--- src/rtl/light_board_ctrl_if.sv ---
// Mode/board-select link between the timer (master) and one board sequencer (slave).
// ped_req exists only when LB_PED_EXTEND_EN is defined.
interface light_board_ctrl_if;
    logic       enable;
    logic [1:0] mode;
`ifdef LB_PED_EXTEND_EN
    logic       ped_req;
`endif
    logic [1:0] mode_out;
    logic       busy;
    logic       done;
    logic [2:0] state_dbg;

    // Request: enable/mode are level inputs sampled every edge; there is no
    // ready -- busy high means a request is in flight, done pulses once when it ends.
`ifdef LB_PED_EXTEND_EN
    modport master (output enable, mode, ped_req, input mode_out, busy, done, state_dbg);
    modport slave  (input enable, mode, ped_req, output mode_out, busy, done, state_dbg);
`else
    modport master (output enable, mode, input mode_out, busy, done, state_dbg);
    modport slave  (input enable, mode, output mode_out, busy, done, state_dbg);
`endif
endinterface

--- src/rtl/light_board_ctrl.sv ---
// Per-board light sequencer: normal GREEN->YELLOW cycle, flashing yellow, all-red hold.
// Optional pedestrian green extension enabled by defining LB_PED_EXTEND_EN.
module light_board_ctrl #(
    parameter int GREEN_CYC  = 8,
    parameter int YELLOW_CYC = 3,
    parameter int FLASH_CYC  = 2,
    parameter int CNT_W      = 8
) (
    input  logic              clk,
    input  logic              rst_n,
    light_board_ctrl_if.slave bus
);
    typedef enum logic [2:0] {
        S_IDLE   = 3'd0,
        S_GREEN  = 3'd1,
        S_YELLOW = 3'd2,
        S_FLASH  = 3'd3,
        S_HOLD   = 3'd4
    } state_t;

    localparam logic [1:0] L_RED    = 2'd0;
    localparam logic [1:0] L_GREEN  = 2'd1;
    localparam logic [1:0] L_YELLOW = 2'd2;
    localparam logic [1:0] L_OFF    = 2'd3;

    localparam logic [CNT_W-1:0] GREEN_LD  = CNT_W'(GREEN_CYC - 1);
    localparam logic [CNT_W-1:0] YELLOW_LD = CNT_W'(YELLOW_CYC - 1);
    localparam logic [CNT_W-1:0] FLASH_LD  = CNT_W'(FLASH_CYC - 1);

    state_t           state_q, state_d;
    logic [CNT_W-1:0] cnt_q, cnt_d;
    logic [1:0]       lamp_q, lamp_d;
    logic             busy_q, busy_d;
    logic             done_q, done_d;
    logic             ext_q, ext_d;
    logic             ped;

`ifdef LB_PED_EXTEND_EN
    assign ped = bus.ped_req;
`else
    assign ped = 1'b0;
`endif

    always_ff @(posedge clk or negedge rst_n) begin
        if (!rst_n) begin
            state_q <= S_IDLE;
            cnt_q   <= '0;
            lamp_q  <= L_RED;
            busy_q  <= 1'b0;
            done_q  <= 1'b0;
            ext_q   <= 1'b0;
        end else begin
            state_q <= state_d;
            cnt_q   <= cnt_d;
            lamp_q  <= lamp_d;
            busy_q  <= busy_d;
            done_q  <= done_d;
            ext_q   <= ext_d;
        end
    end

    always_comb begin
        state_d = state_q;
        cnt_d   = cnt_q;
        lamp_d  = lamp_q;
        busy_d  = busy_q;
        done_d  = 1'b0;
        ext_d   = ext_q;
        unique case (state_q)
            S_IDLE: begin
                ext_d = 1'b0;
                // done_q high means the previous request just ended; skip one edge.
                if (bus.enable && !done_q) begin
                    unique case (bus.mode)
                        2'd0: begin
                            state_d = S_GREEN;
                            cnt_d   = GREEN_LD;
                            lamp_d  = L_GREEN;
                            busy_d  = 1'b1;
                        end
                        2'd1: begin
                            state_d = S_FLASH;
                            cnt_d   = FLASH_LD;
                            lamp_d  = L_YELLOW;
                            busy_d  = 1'b1;
                        end
                        2'd2: begin
                            state_d = S_HOLD;
                            lamp_d  = L_RED;
                            busy_d  = 1'b1;
                        end
                        default: done_d = 1'b1;
                    endcase
                end
            end
            S_GREEN: begin
                if (cnt_q == '0) begin
                    state_d = S_YELLOW;
                    cnt_d   = YELLOW_LD;
                    lamp_d  = L_YELLOW;
                end else if (ped && !ext_q) begin
                    cnt_d = GREEN_LD;
                    ext_d = 1'b1;
                end else begin
                    cnt_d = cnt_q - CNT_W'(1);
                end
            end
            S_YELLOW: begin
                if (cnt_q == '0) begin
                    state_d = S_IDLE;
                    lamp_d  = L_RED;
                    busy_d  = 1'b0;
                    done_d  = 1'b1;
                    ext_d   = 1'b0;
                end else begin
                    cnt_d = cnt_q - CNT_W'(1);
                end
            end
            S_FLASH: begin
                if (!bus.enable) begin
                    state_d = S_IDLE;
                    lamp_d  = L_RED;
                    busy_d  = 1'b0;
                    done_d  = 1'b1;
                end else if (cnt_q == '0) begin
                    cnt_d  = FLASH_LD;
                    lamp_d = (lamp_q == L_YELLOW) ? L_OFF : L_YELLOW;
                end else begin
                    cnt_d = cnt_q - CNT_W'(1);
                end
            end
            S_HOLD: begin
                if (!bus.enable) begin
                    state_d = S_IDLE;
                    lamp_d  = L_RED;
                    busy_d  = 1'b0;
                    done_d  = 1'b1;
                end
            end
            default: begin
                state_d = S_IDLE;
                lamp_d  = L_RED;
                busy_d  = 1'b0;
            end
        endcase
    end

    assign bus.mode_out  = lamp_q;
    assign bus.busy      = busy_q;
    assign bus.done      = done_q;
    assign bus.state_dbg = state_q;
endmodule

--- src/flat_wrapper.sv ---
// flat-port wrapper written by rule: the top's interface ports become plain ports
module light_board_ctrl_flat 
#(
    parameter int GREEN_CYC  = 8,
    parameter int YELLOW_CYC = 3,
    parameter int FLASH_CYC  = 2,
    parameter int CNT_W      = 8
)
  (clk, rst_n, bus_enable, bus_mode, bus_mode_out, bus_busy, bus_done, bus_state_dbg);
  light_board_ctrl_if bus_i ();
  input  logic clk;
  input  logic rst_n;
  input wire logic [$bits(bus_i.enable)-1:0] bus_enable;
  input wire logic [$bits(bus_i.mode)-1:0] bus_mode;
  output wire logic [$bits(bus_i.mode_out)-1:0] bus_mode_out;
  output wire logic [$bits(bus_i.busy)-1:0] bus_busy;
  output wire logic [$bits(bus_i.done)-1:0] bus_done;
  output wire logic [$bits(bus_i.state_dbg)-1:0] bus_state_dbg;
  assign bus_i.enable = bus_enable;
  assign bus_i.mode = bus_mode;
  assign bus_mode_out = bus_i.mode_out;
  assign bus_busy = bus_i.busy;
  assign bus_done = bus_i.done;
  assign bus_state_dbg = bus_i.state_dbg;
  light_board_ctrl #(.GREEN_CYC(GREEN_CYC), .YELLOW_CYC(YELLOW_CYC), .FLASH_CYC(FLASH_CYC), .CNT_W(CNT_W)) u_core (.clk(clk), .rst_n(rst_n), .bus(bus_i));
endmodule
--- config.mk ---
export PLATFORM = sky130hd
export DESIGN_NAME = light_board_ctrl_flat
export DESIGN_NICKNAME = d
export VERILOG_FILES = /design/src/rtl/light_board_ctrl_if.sv /design/src/rtl/light_board_ctrl.sv /design/src/flat_wrapper.sv
export SDC_FILE = /design/constraint.sdc
export NUM_CORES = 1
export LEC_CHECK = 0
export ABC_AREA = 0
export BUFFER_PORTS_ARGS = -buffer_cell sky130_fd_sc_hd__buf_2
export CAP_MARGIN = 20
export CORE_ASPECT_RATIO = 0.8
export CORE_UTILIZATION = 45
export DETAILED_ROUTE_END_ITERATION = 10
export PLACE_DENSITY = 0.65
export SLEW_MARGIN = 25
export SYNTH_ARGS = -nofsm -noshare
export SYNTH_HDL_FRONTEND = slang
export SYNTH_SLANG_ARGS = --single-unit
--- constraint.sdc ---
create_clock -name clk -period 2.5 [get_ports clk]
set_input_delay 0.125 -clock clk [delete_from_list [all_inputs] [get_ports clk]]
set_output_delay 0.125 -clock clk [all_outputs]
set_load 0.005 [all_outputs]
# Yosys cells after proc, flatten, opt, wreduce, memory -nomap -nowiden
# Cells that the tools add are included.
# classes
n_addsub	1
n_eq_ne	18
n_reduce_logical	12
n_mux	32
bitwise_logic	1
# ops
operator	n
8-bit two-way mux	5
8-bit one-hot mux with 4 select lines	1
8-bit one-hot mux with 2 select lines	1
5-bit AND reduction	3
2-bit two-way mux	6
3-bit two-way mux	4
3-bit one-hot mux with 4 select lines	1
2-bit inequality test, second input constant	5
2-bit one-hot mux with 5 select lines	1
1-bit two-way mux	9
3-bit one-hot mux with 3 select lines	1
8-bit zero test	1
8-bit by 1-bit subtractor with 8-bit output, second input constant	1
3-bit by 2-bit == test with 1-bit output, second input constant	2
2-bit by 1-bit inequality test with 1-bit output, second input constant	3
2-bit one-hot mux with 3 select lines	1
6-bit AND reduction	1
2-bit == test, second input constant	2
4-bit inequality test, second input constant	1
1-bit one-hot mux with 4 select lines	1
4-bit nonzero test	1
3-bit by 1-bit == test with 1-bit output, second input constant	1
3-bit == test, second input constant	1
3-bit zero test	1
10 further kinds	10
# word_totals
ff_bits	15
out_inout_bits	7
word_cells	69
inputBits	5

# Longest topological paths before layout
# depth
word_depth	5
ltp_mapped	9
mapped_depth_nobuf	7

# Worst setup path before layout
# No wires, ideal clock.
# synth_timing
kind	flip-flop to flip-flop
start	reg u_core.cnt_q[0]
end	reg u_core.lamp_q[0] (netlist: u_core.bus.mode_out[0])
setup_slack_ps	231
n_path_buf	1
period_less_slack_ps	2269
arrival_ps	2147
stages_incl_launch_ff	9
setup_time_ps	122
t_required_ps	2378
cell_sequence	dfrtp_1 > inv_1 > ha_1 > or4b_1 > or2_0 > buf_6 > o211ai_4 > o21ai_0 > a32o_1
# synth_via
elab_chain_len	3
elab_cells_between_ends	5
classes_between	eq/ne (3); reduce/logical (2)
# synth_rtl
item	line_no	source
start: declaration	light_board_ctrl.sv:31	logic [CNT_W-1:0] cnt_q, cnt_d;
start signal: assignment	light_board_ctrl.sv:54	cnt_q <= cnt_d;
8-bit zero test (*)	light_board_ctrl.sv:97, light_board_ctrl.sv:109, light_board_ctrl.sv:125	
3-bit by 2-bit inequality test with 1-bit output (no line) / 2-bit by 1-bit inequality test with 1-bit output (equally long branches)	n/a	
6-bit AND reduction (no line) (*)	n/a	
end signal: assignment	light_board_ctrl.sv:55	lamp_q <= lamp_d;
end: declaration	light_board_ctrl.sv:32	logic [1:0] lamp_q, lamp_d;
# Mark *: on every way between the ends. The rest lies on a longest branch, timed or not.
# A chain may end at the register's enable or synchronous reset.

# Final worst setup path
# Same ends and word-level chain as after synthesis.

==> results.txt <==
* Crit-path leading delay family: simple AND/OR/NAND/NOR gates
- CP Depth: 7
* GR Layer Usage met1: 31.72%
- Reported net switching power: 0.0006732 W
- Sinks on Clock Net: 15
- Final hold violations: 0
- Synthesized Nets: 135
* P&R area growth vs syn: 11.24%
- Entering global routing, the biggest net connects 18 pins.
* Die Height: 45.36 µm
- TritonCTS built the clock tree.
- Of all nets on the critical path, the largest fanout is 7.
- The final count of pins violating max slew was 0.
- Peak-usage layer in the global routing report: met1
- Buf+Inv Stages, Crit Path: 1
- In this run the tightest slew margin relative to its limit is 65.07%.
- Most numerous cell in the Yosys netlist: sky130_fd_sc_hd__nor2_1
- Number of cells traversed by the worst hold path: 3
* Fin crit share: 93.45%
* Unique cell type count in the Yosys netlist: 35
* GR Layer Usage met3: 5.158%
- Dividing the synthesized area by the synthesized cell count gives 8.526 µm².
- DRT Wirelength: 2.311 mm
- In the synthesized netlist the async set-or-reset flop fraction comes to 100.0%.
- Iteration-0 DRC Markers: 30
* Dominant register cell in the synthesized netlist: sky130_fd_sc_hd__dfrtp_1
- No sink is reached through more buffers than the 2 on the longest clock path.
- The number of setup buffers added after CTS is 0.
- The share of the Yosys chip area taken by registers is 35.50%.
* Detailed Routing Iterations Pass 1: 4
- The initial utilization of the core area, before any placement, comes to 48.56%.
* Share of cells above drive strength 1: 17.86%
- The most numerous cell type found on the critical path is sky130_fd_sc_hd__or2_1.
- Worst IR drop on VDD: 0.7055 mV
- For this run, the slowest stage of the critical path takes 0.50 ns.
- Inst Count DP: 160
- I/O pin count: 12
- CP Launch Type: register
- Top cell type's share of synthesized area: 35.50%
- For this design the static power due to leakage is 0.5354 nW.
- Final non-filler cell total: 165
- FP Rows: 15
* Net count of the finished layout: 152
- In the global route stage, met2 resource usage came out at 28.10%.
- Remaining global-route overflow: 0
- The commonest cells after synthesis are sky130_fd_sc_hd__nor2_1 (16), sky130_fd_sc_hd__dfrtp_1 (15), sky130_fd_sc_hd__o21ai_0 (13), sky130_fd_sc_hd__nand2_1 (10).
- Multi-input gate area: 613.1 µm²
* Wire length per cell after detailed routing: 14.01 µm
- The largest total area in the synthesized netlist belongs to sky130_fd_sc_hd__dfrtp_1.
- In the routed layout, each cell is associated on average with a via count of 5.818.
- Derived from the worst setup path, the maximum achievable clock frequency is 0.4280 GHz.
* Clock slew at the register clock pins of the worst setup and hold paths: 0.09 ns
- The die is 56.19 µm wide.
- Antenna violations before repair: 0
- Total chip power: 0.001454 W
- Post-route clock skew: 0.004426 ns
- # fillers: 201
* Number of vias after detailed routing: 960
- Status: finished, final reports clean
* DIE AREA: 2549 µm²
- The region available for standard cell placement spans 2177 µm².
- Worst min-delay path class: primary input to register
* Time the worst path needs with I/O delays and setup: 2.336 ns
- Counting flops and latches in the post-synthesis netlist gives 15.
- Summed over all nets, the half-perimeter wirelength after detailed placement is 1.818 mm.
* Count of flip-flops with a built-in enable after synthesis: 0
- Setup violations remaining at the end of the flow were counted as 0.
- Post-place setup slack: 0.1221 ns
- Cells traversed along the worst timing path: inv_1, ha_1, or4b_1, or2_1, o211ai_4, or2_1, a32o_1
- Synthesis handed over a netlist of 124 instances.
* Net switching fraction of the power: 46.29%
- After layout, the worst setup slack is 0.1638 ns.
- Later-pin clock latency in the skew report: 0.29 ns
* Combinational power share: 56.9%
- In this run the power density over the cells is 1237 nW/µm².
* Number of warnings printed during yosys synthesis: 0
- Number of cell instances on the worst register-to-register path: 7
- Across the run, the number of max-cap violations was 0.
- In this run the cell area of the synthesized design comes to 1057 µm².
- Per report_power, the clock group accounts for 9.6% of the total.
* # diodes: 0
- Via count of the first global-routing pass: 798
* CTS root buf: sky130_fd_sc_hd__clkbuf_4
- Global routing used 20.56% of the available tracks.
- The slowest stage of the critical path is the sky130_fd_sc_hd__or4b_1 cell.
- The count of buffers added on input and output ports is 11.
- Area occupied by registers: 375.4 µm²
* DRC violations left: 0
- Final estimated routing congestion in global placement: 0.8787
* Antenna-violating nets left: 0
* Critical setup path kind: register to register
* Crit path DAT: 2.56 ns
* Wire length of the first global-routing pass: 3.864 mm
* Number of buffers created by CTS: 3
* Total Neg Setup Slack: 0 ns
* Sequential cell fraction of total power: 33.5%
- For the pin with the worst max-slew slack, the measured transition is 0.5185 ns.
- By area the synthesized netlist is led by sky130_fd_sc_hd__dfrtp_1 (36%), sky130_fd_sc_hd__ha_1 (7.1%), sky130_fd_sc_hd__o21ai_0 (6.2%), sky130_fd_sc_hd__nor2_1 (5.7%), sky130_fd_sc_hd__nand2_1 (3.6%).
* Internal power: 0.0007812 W
- CTS built an H-tree with a depth of 1.
- For the worst setup path, the data required time is 2.73 ns.
- Setup repair after global routing missed its margin: false
* Endpoint type of the worst setup path: register
## worst register-to-register path, delay by kind of cell (launching register included)
family	cells	cell delay, ns
AO/OA/AOI/OAI	2	0.46
adder cells (fa/ha/maj)	1	0.18
buffers and inverters	1	0.11
flip-flops	1	0.43
AND/OR/NAND/NOR	3	1.09
## registers in the layout (all words and copies together) (netlist names)
name / flops
u_core.bus.mode_out: 2
u_core.bus.busy: 1
u_core.cnt_q: 8
u_core.bus.state_dbg: 3
u_core.bus.done: 1
## power by group through the flow
stage | logic, W | registers [W] | clock network [W]
global placement | 0.000813 | 0.000488 | 0
finish | 0.000827 | 0.000488 | 0.000140
global route | 0.000950 | 0.000503 | 0.000157
detailed placement | 0.000823 | 0.000488 | 0
floorplan | 0.000654 | 0.000434 | 0
CTS | 0.000831 | 0.000484 | 0.000146
## layout make-up
class | instances | share of cell area [%]
Timing Repair Buffer | 17 | 8.723
Clock inverter | 1 | 0.4255
Tap cell | 25 | 2.660
Clock buffer | 3 | 1.915
Inverter | 7 | 2.234
Multi-Input combinational cell | 97 | 52.13
Sequential cell | 15 | 31.91
## routing by layer
layer | vias up | wire length, µm
met5 | - | 0
met1 | 449 | 1236
met3 | 4 | 100
met2 | 21 | 946
li1 | 486 | -
met4 | 0 | 27
## final timing paths
path / start / endpoint / slack [ns]
worst max-delay path: u_core.cnt_q[0] / u_core.bus.mode_out[0] / 0.16
worst min-delay path: bus_enable / u_core.bus.state_dbg[2] / 0.19
worst max register to register: u_core.cnt_q[0] / u_core.bus.mode_out[0] / 0.16
worst min register to register: u_core.cnt_q[4] / u_core.cnt_q[4] / 0.49
max in group asynchronous: rst_n / u_core.cnt_q[7] / 1.99
min in group asynchronous: rst_n / u_core.cnt_q[2] / 0.26
## what timing repair did
item,in CTS,in global routing
setup endpoints to repair,0,7
hold buffers,1,0
gates resized for setup,0,1
endpoints found under the hold margin,15,0
## logic make-up after synthesis
kind of cell             share of synthesized area, %
AO/OA/AOI/OAI                                   28.64
adder cells (fa/ha/maj)                         7.100
buffers and inverters                           6.509
flip-flops                                      35.50
AND/OR/NAND/NOR                                 22.25
## metrics by stage
step                      util, %  cell area (µm²)  hold slack, ns
after floorplan                 -             1057         -0.1706
after global placement      52.30             1139         0.04470
after detailed placement    52.30             1139         0.04854
after CTS                   54.02             1176          0.1792
after global routing        54.02             1176          0.1985
final                       54.02             1176          0.1915
## cells in the final DEF (no fill, tap or decap), types with 3 or more instances in the layout
cell,count
sky130_fd_sc_hd__nor2_1,16
sky130_fd_sc_hd__dfrtp_1,15
sky130_fd_sc_hd__o21ai_0,13
sky130_fd_sc_hd__buf_2,11
sky130_fd_sc_hd__nand2_1,10
sky130_fd_sc_hd__inv_1,7
sky130_fd_sc_hd__nor3_1,7
sky130_fd_sc_hd__a21oi_1,6
sky130_fd_sc_hd__ha_1,6
sky130_fd_sc_hd__buf_4,5
sky130_fd_sc_hd__nor2b_1,4
sky130_fd_sc_hd__o31ai_1,4
sky130_fd_sc_hd__a21boi_0,3
sky130_fd_sc_hd__clkbuf_4,3
Note: power is estimated with default switching activity, not from simulation.
